$ cat src/rtl/nes_pkg.sv
// rtl/nes_pkg.sv - button index constants and FSM state type for the NES pad emulator
// Ports: none (package).
package nes_pkg;

    // Bit positions of each button in the parallel load word and shift register
    localparam int BTN_A      = 0;
    localparam int BTN_B      = 1;
    localparam int BTN_SELECT = 2;
    localparam int BTN_START  = 3;
    localparam int BTN_UP     = 4;
    localparam int BTN_DOWN   = 5;
    localparam int BTN_LEFT   = 6;
    localparam int BTN_RIGHT  = 7;

    typedef enum logic [1:0] {
        IDLE  = 2'd0,
        LOAD  = 2'd1,
        SHIFT = 2'd2,
        DRAIN = 2'd3
    } nes_pad_state_t;

endpackage

$ cat src/rtl/sync_edge.sv
// rtl/sync_edge.sv - 2-FF synchronizer with registered-history rise/fall detection
// Ports: clk, rst (sync active-high), i_async (asynchronous input),
//        o_level (synchronized level), o_rise / o_fall (one-cycle edge pulses).
module sync_edge (
    input  logic clk,
    input  logic rst,
    input  logic i_async,
    output logic o_level,
    output logic o_rise,
    output logic o_fall
);

    logic r_meta;
    logic r_sync;
    logic r_prev;

    always_ff @(posedge clk) begin
        if (rst) begin
            r_meta <= 1'b0;
            r_sync <= 1'b0;
            r_prev <= 1'b0;
        end else begin
            r_meta <= i_async;
            r_sync <= r_meta;
            r_prev <= r_sync;
        end
    end

    assign o_level = r_sync;
    assign o_rise  = r_sync & ~r_prev;
    assign o_fall  = ~r_sync & r_prev;

endmodule

$ cat src/rtl/nes_pad_emulator.sv
// rtl/nes_pad_emulator.sv - NES controller (4021-style) serial pad emulator
// Ports: clk, rst (sync active-high); latch_in, pulse_in (async host strobes);
//        buttons_in[0:7] (A,B,Select,Start,Up,Down,Left,Right, 1=pressed);
//        turbo_in[0:1] (turbo enable for A/B); data_out (active-low serial);
//        bit_idx (bits shifted this frame, 0..8); frame_done (pulse on 8th bit).
// Build option: define NES_PAD_TURBO_EN to enable the A/B turbo masking.
module nes_pad_emulator
    import nes_pkg::*;
#(
    parameter logic [23:0] TIMEOUT_CYC = 24'd600000,
    parameter int          TURBO_DIV   = 4
) (
    input  logic       clk,
    input  logic       rst,
    input  logic       latch_in,
    input  logic       pulse_in,
    input  logic [0:7] buttons_in,
    input  logic [0:1] turbo_in,
    output logic       data_out,
    output logic [3:0] bit_idx,
    output logic       frame_done
);

    localparam logic [23:0] TIMEOUT_LAST = TIMEOUT_CYC - 24'd1;

    nes_pad_state_t r_state;
    nes_pad_state_t w_next_state;

    logic [7:0]  r_shreg;
    logic [3:0]  r_bit_idx;
    logic        r_frame_done;
    logic [23:0] r_timeout;

    logic [7:0]  w_load_val;
    logic        w_shift;
    logic        w_done;

    logic w_latch_lvl;
    logic w_latch_rise;
    logic w_latch_fall;
    logic w_pulse_rise;
    logic w_unused_pulse_lvl;
    logic w_unused_pulse_fall;

    sync_edge u_latch_sync (
        .clk     (clk),
        .rst     (rst),
        .i_async (latch_in),
        .o_level (w_latch_lvl),
        .o_rise  (w_latch_rise),
        .o_fall  (w_latch_fall)
    );

    sync_edge u_pulse_sync (
        .clk     (clk),
        .rst     (rst),
        .i_async (pulse_in),
        .o_level (w_unused_pulse_lvl),
        .o_rise  (w_pulse_rise),
        .o_fall  (w_unused_pulse_fall)
    );

`ifdef NES_PAD_TURBO_EN
    localparam logic [7:0] TURBO_LAST = 8'(TURBO_DIV - 1);

    logic [7:0] r_turbo_cnt;
    logic       r_turbo_phase;

    // The phase advances once every TURBO_DIV host frames (counted on latch release)
    always_ff @(posedge clk) begin
        if (rst) begin
            r_turbo_cnt   <= 8'd0;
            r_turbo_phase <= 1'b0;
        end else if (w_latch_fall) begin
            if (r_turbo_cnt >= TURBO_LAST) begin
                r_turbo_cnt   <= 8'd0;
                r_turbo_phase <= ~r_turbo_phase;
            end else begin
                r_turbo_cnt <= r_turbo_cnt + 8'd1;
            end
        end
    end

    always_comb begin
        // buttons_in is ascending ([0:7]); shreg is descending with A at bit 0
        w_load_val = {buttons_in[7], buttons_in[6], buttons_in[5], buttons_in[4],
                      buttons_in[3], buttons_in[2], buttons_in[1], buttons_in[0]};
        if (!r_turbo_phase) begin
            if (turbo_in[0]) w_load_val[BTN_A] = 1'b0;
            if (turbo_in[1]) w_load_val[BTN_B] = 1'b0;
        end
    end
`else
    logic w_unused_turbo;
    assign w_unused_turbo = ^{turbo_in, 8'(TURBO_DIV)};

    always_comb begin
        w_load_val = {buttons_in[7], buttons_in[6], buttons_in[5], buttons_in[4],
                      buttons_in[3], buttons_in[2], buttons_in[1], buttons_in[0]};
    end
`endif

    always_ff @(posedge clk) begin
        if (rst) r_state <= IDLE;
        else     r_state <= w_next_state;
    end

    // A latch rising edge beats everything else, including a coincident pulse edge
    always_comb begin
        w_next_state = r_state;
        w_shift      = 1'b0;
        w_done       = 1'b0;
        if (w_latch_rise) begin
            w_next_state = LOAD;
        end else begin
            case (r_state)
                IDLE:  if (w_latch_lvl) w_next_state = LOAD;
                LOAD:  if (w_latch_fall) w_next_state = SHIFT;
                SHIFT: begin
                    if (w_pulse_rise) begin
                        w_shift = 1'b1;
                        if (r_bit_idx == 4'd7) begin
                            w_done       = 1'b1;
                            w_next_state = DRAIN;
                        end
                    end else if (r_timeout >= TIMEOUT_LAST) begin
                        w_next_state = IDLE;
                    end
                end
                DRAIN:   w_next_state = DRAIN;
                default: w_next_state = IDLE;
            endcase
        end
    end

    always_ff @(posedge clk) begin
        if (rst) begin
            r_shreg      <= 8'h00;
            r_bit_idx    <= 4'd0;
            r_frame_done <= 1'b0;
            r_timeout    <= 24'd0;
        end else begin
            r_frame_done <= w_done;

            // Loading on every cycle headed into LOAD keeps shreg tracking the buttons
            if (w_next_state == LOAD) begin
                r_shreg   <= w_load_val;
                r_bit_idx <= 4'd0;
            end else if (w_shift) begin
                r_shreg   <= {1'b1, r_shreg[7:1]};
                r_bit_idx <= r_bit_idx + 4'd1;
            end else if (w_next_state == IDLE) begin
                r_bit_idx <= 4'd0;
            end

            // Idle counter only runs while waiting for the next shift pulse
            if (r_state != SHIFT || w_latch_rise || w_latch_fall || w_pulse_rise) begin
                r_timeout <= 24'd0;
            end else if (r_timeout != 24'hFF_FFFF) begin
                r_timeout <= r_timeout + 24'd1;
            end
        end
    end

    always_comb begin
        data_out = 1'b1;
        case (r_state)
            IDLE:    data_out = 1'b1;
            LOAD:    data_out = ~r_shreg[BTN_A];
            SHIFT:   data_out = ~r_shreg[BTN_A];
            DRAIN:   data_out = 1'b0;
            default: data_out = 1'b1;
        endcase
    end

    assign bit_idx    = r_bit_idx;
    assign frame_done = r_frame_done;

endmodule

$ cat config.mk
export PLATFORM = sky130hd
export DESIGN_NAME = nes_pad_emulator
export DESIGN_NICKNAME = d
export VERILOG_FILES = /design/src/rtl/nes_pkg.sv /design/src/rtl/sync_edge.sv /design/src/rtl/nes_pad_emulator.sv
export SDC_FILE = /design/constraint.sdc
export NUM_CORES = 1
export LEC_CHECK = 0
export ABC_AREA = 1
export CAP_MARGIN = 20
export CORE_MARGIN = 10
export CORE_UTILIZATION = 40
export CTS_BUF_LIST = sky130_fd_sc_hd__clkbuf_16
export CTS_CLUSTER_SIZE = 20
export DETAILED_ROUTE_END_ITERATION = 16
export DONT_BUFFER_PORTS = 1
export PLACE_DENSITY_LB_ADDON = 0.3
export SLEW_MARGIN = 20
export SYNTH_ARGS = -nofsm -noshare
export SYNTH_HDL_FRONTEND = slang
export SYNTH_SLANG_ARGS = --single-unit
$ cat constraint.sdc
create_clock -name clk -period 2 [get_ports clk]
set_input_delay 0.6 -clock clk [delete_from_list [all_inputs] [get_ports clk]]
set_output_delay 0.6 -clock clk [all_outputs]
set_load 0.02 [all_outputs]
==> results.json, run 1 <==
{
  "port_buffers": 0,
  "fmax_ghz": 0.513,
  "antennaDiodeCount": 0,
  "drt_iter0_drc": 115,
  "path_max_fanout": 4,
  "cp_cell_sequence": "inv_1, ha_4, mux2i_1, buf_4",
  "setup_viol": 0,
  "nFillCells": 578,
  "vias_per_cell": 4.90,
  "post-route-min-period_ns": 1.95,
  "nets": 412,
  "start_kind": "flip-flop",
  "wirelength_um": 5540,
  "p_total_uw": 1950,
  "insertion_delay_ns": 0.28,
  "grt_max_degree": 18,
  "clockBufferDepth": 2,
  "cp_slowest_stage_delay_ns": 0.33,
  "ctsHoldBuffers": 0,
  "seq_area_um2": 906,
  "grt-ovfl-total": 0,
  "clockPowerShare_pct": 47.8,
  "area_delta_synth_final_pct": 23.9,
  "clockRootBuffer": "clkbuf_16",
  "dpl.hpwl_um": 3990,
  "intPower_uw": 1540,
  "peakVddDrop_v": 0.000380,
  "finalInstanceArea_um2": 2970,
  "layout-drive-gt1-share_pct": 17.3,
  "grt_first_pass_wirelength_um": 9440,
  "critical_path_class": "flip-flop to primary output",
  "via_count": 2291,
  "crit_slowest_cell": "dfxtp_2",
  "clk_pin_slew_worst_paths_ns": 0.06,
  "finalHoldViolations": 0,
  "cp_num_buf_inv": 2,
  "io_pins": 20,
  "placed_area_um2": 2640,
  "cts_tree": "built",
  "die_y_um": 97.5,
  "num_rows": 28,
  "core_area_um2": 5890,
  "fin_crit_sh_pct": 97.4,
  "yosys_warnings": 0,
  "grt_pass1_vias": 2200,
  "synth_area_um2": 2400,
  "dr_wl_met3_um": 162,
  "arrival_ns": 1.35,
  "worstMarginPinSlew_ns": 0.375,
  "utilization_pct": 50.5,
  "p_leak_uw": 0.00135,
  "critical_path_required_ns": 1.40,
  "slew_headroom_pct": 74.7,
  "status": "completed",
  "crit_family": "flip-flops",
  "synthCells": 358,
  "place.gp.congestion": 0.907,
  "wl_per_cell_um": 11.8,
  "place_ws_ns": 0.0320,
  "power_density_nw_per_um2": 657,
  "seqPwrFrac_pct": 47.5,
  "drv_slew": 0,
  "antenna_found_initial": 0,
  "ys_seq_area_share_pct": 37.5,
  "avgSynthCellArea_um2": 6.70,
  "start_util_pct": 40.8,
  "hp-class": "input pin to flip-flop",
  "met2_length_um": 2700,
  "die_area_um2": 9500,
  "remaining_drc_errors": 0,
  "end_kind": "primary output",
  "net-switching-power_uw": 411,
  "multiInputGateArea_um2": 1330,
  "postRouteAntennaNets": 0,
  "detail_route.first_pass.iterations": 4,
  "fin_ws_ns": 0.0526,
  "htree_num_levels": 2,
  "wl_met1_um": 2610,
  "ys_seq_elements": 45,
  "numCtsBuffers": 5,
  "synth_nets": 378,
  "die_x_um": 97.5,
  "top_layer": "met4",
  "synth_cell_type_count": 27,
  "maxCapViolCount": 0,
  "finalClockSkew_ns": 0.00843,
  "switching_share_pct": 21.0,
  "grt_usage_pct": 11.4,
  "cts_sinks": 45,
  "p_comb_share_pct": 4.8
}
## metrics by stage
| step | hold WS [ns] | cells | TNS (ns) |
|---|---|---|---|
| after floorplan | 0.388 | 358 | 0 |
| after global placement | 0.389 | 451 | 0 |
| after detailed placement | 0.392 | 451 | 0 |
| after CTS | 0.370 | 460 | 0 |
| after global routing | 0.361 | 468 | -0.193 |
| final | 0.369 | 468 | 0 |
## power groups by stage
stage / Sequential (µW) / Combinational [µW] / Clock [µW]
floorplan: 945 / 70.8 / 0
CTS: 927 / 80.1 / 951
detailed placement: 948 / 77.4 / 0
global placement: 947 / 75.7 / 0
global route: 929 / 106 / 988
finish: 927 / 92.9 / 933
## worst paths after layout
kind,start,endpoint,slack (ns),depth (start not counted)
worst max-delay path,r_state[0]$_SDFF_PP0_,data_out,0.05,4
worst min-delay path,rst,r_state[1]$_SDFF_PP0_,0.37,1
worst max register to register,r_timeout[0]$_SDFFE_PP0P_,r_shreg[1]$_SDFFE_PP0P_,0.12,16
worst min register to register,u_pulse_sync.r_meta$_SDFF_PP0_,u_pulse_sync.o_level$_SDFF_PP0_,0.40,2
## Yosys cell counts
cell,instances,area [µm²]
buf_6,1,11.3
inv_1,59,221
o21bai_1,1,7.51
clkbuf_1,4,15.0
nor4_1,6,37.5
xnor2_1,7,61.3
ha_1,6,75.1
nand3_1,33,165
xor2_1,6,52.6
dfxtp_1,45,901
nand2_2,5,31.3
inv_2,1,3.75
a21oi_1,27,135
o21ai_1,1,5.00
o21ai_0,22,110
mux2i_1,1,10.0
nor3_1,8,40.0
nand2_1,69,259
buf_2,1,5.00
nand2_4,1,11.3
o31ai_1,1,7.51
a31oi_1,1,6.26
nor2_2,1,6.26
nand4_1,6,37.5
nor2_1,43,161
a21oi_4,1,16.3
or2_2,1,6.26
## sequential cells by signal, summed over array words and instances, names as in the netlist
signal	count
r_timeout	24
r_shreg	8
bit_idx	4
r_state	2
frame_done	1
u_latch_sync.o_level	1
u_latch_sync.r_meta	1
u_latch_sync.r_prev	1
u_pulse_sync.o_level	1
u_pulse_sync.r_meta	1
u_pulse_sync.r_prev	1
## timing repair
| item | in CTS | in global routing |
|---|---|---|
| buffers inserted | 1 | 7 |
| pin swaps | 0 | 5 |
| gates resized for setup | 2 | 23 |
| endpoints found under the setup margin | 1 | 18 |
| gates cloned | 0 | 1 |
## metal layers
layer	up-vias	GRT usage, %
met5	-	0
met4	0	4.03
met3	6	2.84
met2	25	19.6
met1	1044	13.4
li1	1216	-
## logic make-up (layout without fill, tap and decap cells)
group | Yosys count | after routing | synth area share [%]
AND/OR/NAND/NOR | 173 | 174 | 31.5
buffers and inverters | 66 | 100 | 10.7
AO/OA/AOI/OAI | 54 | 54 | 12.0
flip-flops | 45 | 45 | 37.5
XOR/XNOR | 13 | 13 | 4.74
adder cells (fa/ha/maj) | 6 | 6 | 3.13
multiplexers | 1 | 1 | 0.417
## layout make-up
class,instances,share of cell area (%)
clock buffers,5,4.21
clock inverters,3,1.43
inverters,60,7.57
multi-input cells,248,44.6
flip-flops and latches,45,30.5
well taps,75,3.16
repair buffers,32,8.58
## layout by cell type (no fill, tap or decap)
cell type / netlist / routed
o21bai_1: 1 / 1
xor2_1: 6 / 6
nor4_1: 6 / 6
nor2_1: 43 / 40
inv_2: 1 / 3
a21oi_2: 0 / 1
clkbuf_16: 0 / 5
nand2_4: 1 / 2
a21oi_1: 27 / 26
inv_1: 59 / 58
o21ai_0: 22 / 22
nand2_1: 69 / 66
xnor2_1: 7 / 7
nand2_2: 5 / 7
nor3_2: 0 / 1
dfxtp_2: 0 / 4
nor3_1: 8 / 7
ha_1: 6 / 4
o31ai_1: 1 / 1
nand4_1: 6 / 6
clkinv_4: 0 / 1
a31oi_1: 1 / 1
a21oi_4: 1 / 1
buf_6: 1 / 4
nor2_2: 1 / 4
nand2_8: 0 / 1
nand3_1: 33 / 31
mux2i_1: 1 / 1
buf_4: 0 / 28
or2_2: 1 / 1
o21ai_1: 1 / 1
bufinv_16: 0 / 1
nand3_2: 0 / 2
dfxtp_1: 45 / 41
ha_4: 0 / 2
Power figures use the tool's default switching activity.
==> inputs of run 2 (changes only) <==
- CORE_MARGIN: 10 -> unset
- PLACE_DENSITY_LB_ADDON: 0.3 -> unset
- SETUP_SLACK_MARGIN: unset -> 0.4
==> results.json, run 2 (synthesis gave the netlist of run 1 again) <==
{
  "grt_first_pass_wirelength_um": 10400,
  "nFillCells": 518,
  "regMostFlops": "r_timeout",
  "finalHoldViolations": 0,
  "largest_reg_flops": 24,
  "final_cells": 475,
  "die_area_um2": 6310,
  "fmax_ghz": 0.541,
  "numCtsBuffers": 5,
  "clockRootBuffer": "clkbuf_16",
  "fin_crit_sh_pct": 92.4,
  "wl_per_cell_um": 13.6,
  "layout_common_cells": "nand2_1 (55), inv_1 (53), dfxtp_1 (33)",
  "arrival_ns": 1.25,
  "p_comb_share_pct": 5.8,
  "power_density_nw_per_um2": 539,
  "remaining_drc_errors": 0,
  "clockPowerShare_pct": 42.9,
  "status": "completed",
  "hold_ws_ns": 0.365,
  "clk_pin_slew_worst_paths_ns": 0.06,
  "start_util_pct": 42.5,
  "critical_path_class": "flip-flop to primary output",
  "maxCapViolCount": 0,
  "start_kind": "flip-flop",
  "port_buffers": 0,
  "num_rows": 27,
  "critical_path_required_ns": 1.40,
  "clockBufferDepth": 2,
  "path_max_fanout": 3,
  "tns_ns": 0,
  "p_leak_uw": 0.00146,
  "setup_viol": 0,
  "placed_cells": 441,
  "htree_num_levels": 2,
  "seqPwrFrac_pct": 51.3,
  "drt_iter0_drc": 124,
  "peakVddDrop_v": 0.000325,
  "place.gp.congestion": 0.865,
  "grt-ovfl-total": 0,
  "via_count": 2451,
  "vias_per_cell": 5.16,
  "cts_tree": "built",
  "detail_route.first_pass.iterations": 4,
  "io_pins": 20,
  "net-switching-power_uw": 400,
  "die_x_um": 79.5,
  "slew_headroom_pct": 76.1,
  "placed_area_um2": 2660,
  "hp-class": "input pin to flip-flop",
  "core_area_um2": 5640,
  "intPower_uw": 1410,
  "dpl.hpwl_um": 3850,
  "worstMarginPinSlew_ns": 0.356,
  "antenna_found_initial": 0,
  "insertion_delay_ns": 0.29,
  "grt_pass1_vias": 2294,
  "grt_max_degree": 18,
  "grt_usage_pct": 21.4,
  "utilization_pct": 59.5,
  "cts_sinks": 45,
  "ctsHoldBuffers": 0,
  "mostFrequentLayoutCell": "nand2_1",
  "finalInstanceArea_um2": 3350,
  "drv_slew": 0,
  "rsz0062_at_grt": "yes",
  "switching_share_pct": 22.1,
  "die_y_um": 79.5,
  "wirelength_um": 6440,
  "end_kind": "primary output",
  "finalClockSkew_ns": 0.00547,
  "area_delta_synth_final_pct": 39.8,
  "layout-drive-gt1-share_pct": 36.7,
  "post-route-min-period_ns": 1.85,
  "nets": 423,
  "postRouteAntennaNets": 0,
  "antennaDiodeCount": 0
}
run 2: changes by cell type in the layout (fill, tap and decap cells not counted), moves of 9 or more:
cell     before  now
o21ai_0      22    3
o21ai_2       0   14
nand2_1      66   55
nand2_2       7   17
nand3_1      31   22
nor2_1       40   31
run 2: timing repair:
item                       in CTS  in global routing
setup buffers                  16                  8
setup endpoints to repair      30                 39
pin swaps                      23                 15
gates resized for setup        58                 65
cloned                          3                  0
run 2: worst max-delay path, cell delays in order, from the launching register on:
cell and delay (ns):
dfxtp_2 0.36, inv_4 0.05, ha_4 0.27, mux2i_4 0.28
run 2: final timing paths:
path | start | to | slack [ns] | cells after the start
worst max-delay path | r_state[0]$_SDFF_PP0_ | data_out | 0.15 | 3
worst min-delay path | rst | r_state[1]$_SDFF_PP0_ | 0.36 | 1
worst max register to register | r_timeout[0]$_SDFFE_PP0P_ | r_shreg[4]$_SDFFE_PP0P_ | 0.16 | 15
worst min register to register | u_latch_sync.r_meta$_SDFF_PP0_ | u_latch_sync.o_level$_SDFF_PP0_ | 0.40 | 2
run 2: area by class of cell:
cell class | count | area (µm²) | share of cell area [%]
Sequential cell | 45 | 918 | 27.4
Clock inverter | 2 | 8.76 | 0.261
Inverter | 60 | 228 | 6.79
Clock buffer | 5 | 125 | 3.73
Timing Repair Buffer | 43 | 373 | 11.1
Tap cell | 72 | 90.1 | 2.69
Multi-Input combinational cell | 248 | 1610 | 48.0
run 2: power groups by stage:
stage                     logic (µW)  clock network (µW)  registers, µW
after CTS                       98.1                 808            927
final                            104                 776            927
after floorplan                 75.5                   0            945
after detailed placement        83.6                   0            947
after global placement          81.8                   0            947
after global routing             118                 837            929
run 2: layer usage:
metal	part of all wire, %	global-route usage (%)	routed length (µm)
met4	2.9	9.27	184
met3	3.9	4.23	249
met2	52	39.1	3350
met1	41	23.7	2660
met5	0	0	0
run 2: stage by stage:
step | setup slack [ns] | power [µW]
after CTS | 0.145 | 1830
after global routing | 0.0134 | 1880
after detailed placement | 0.176 | 1030
after floorplan | 0.230 | 1020
final | 0.152 | 1810
after global placement | 0.171 | 1030
==> inputs of run 3 (changes only) <==
- HOLD_SLACK_MARGIN: unset -> 0.05
==> results of run 3 <==
Same layout as run 2: the final DEF is identical, and so are final timing and power.
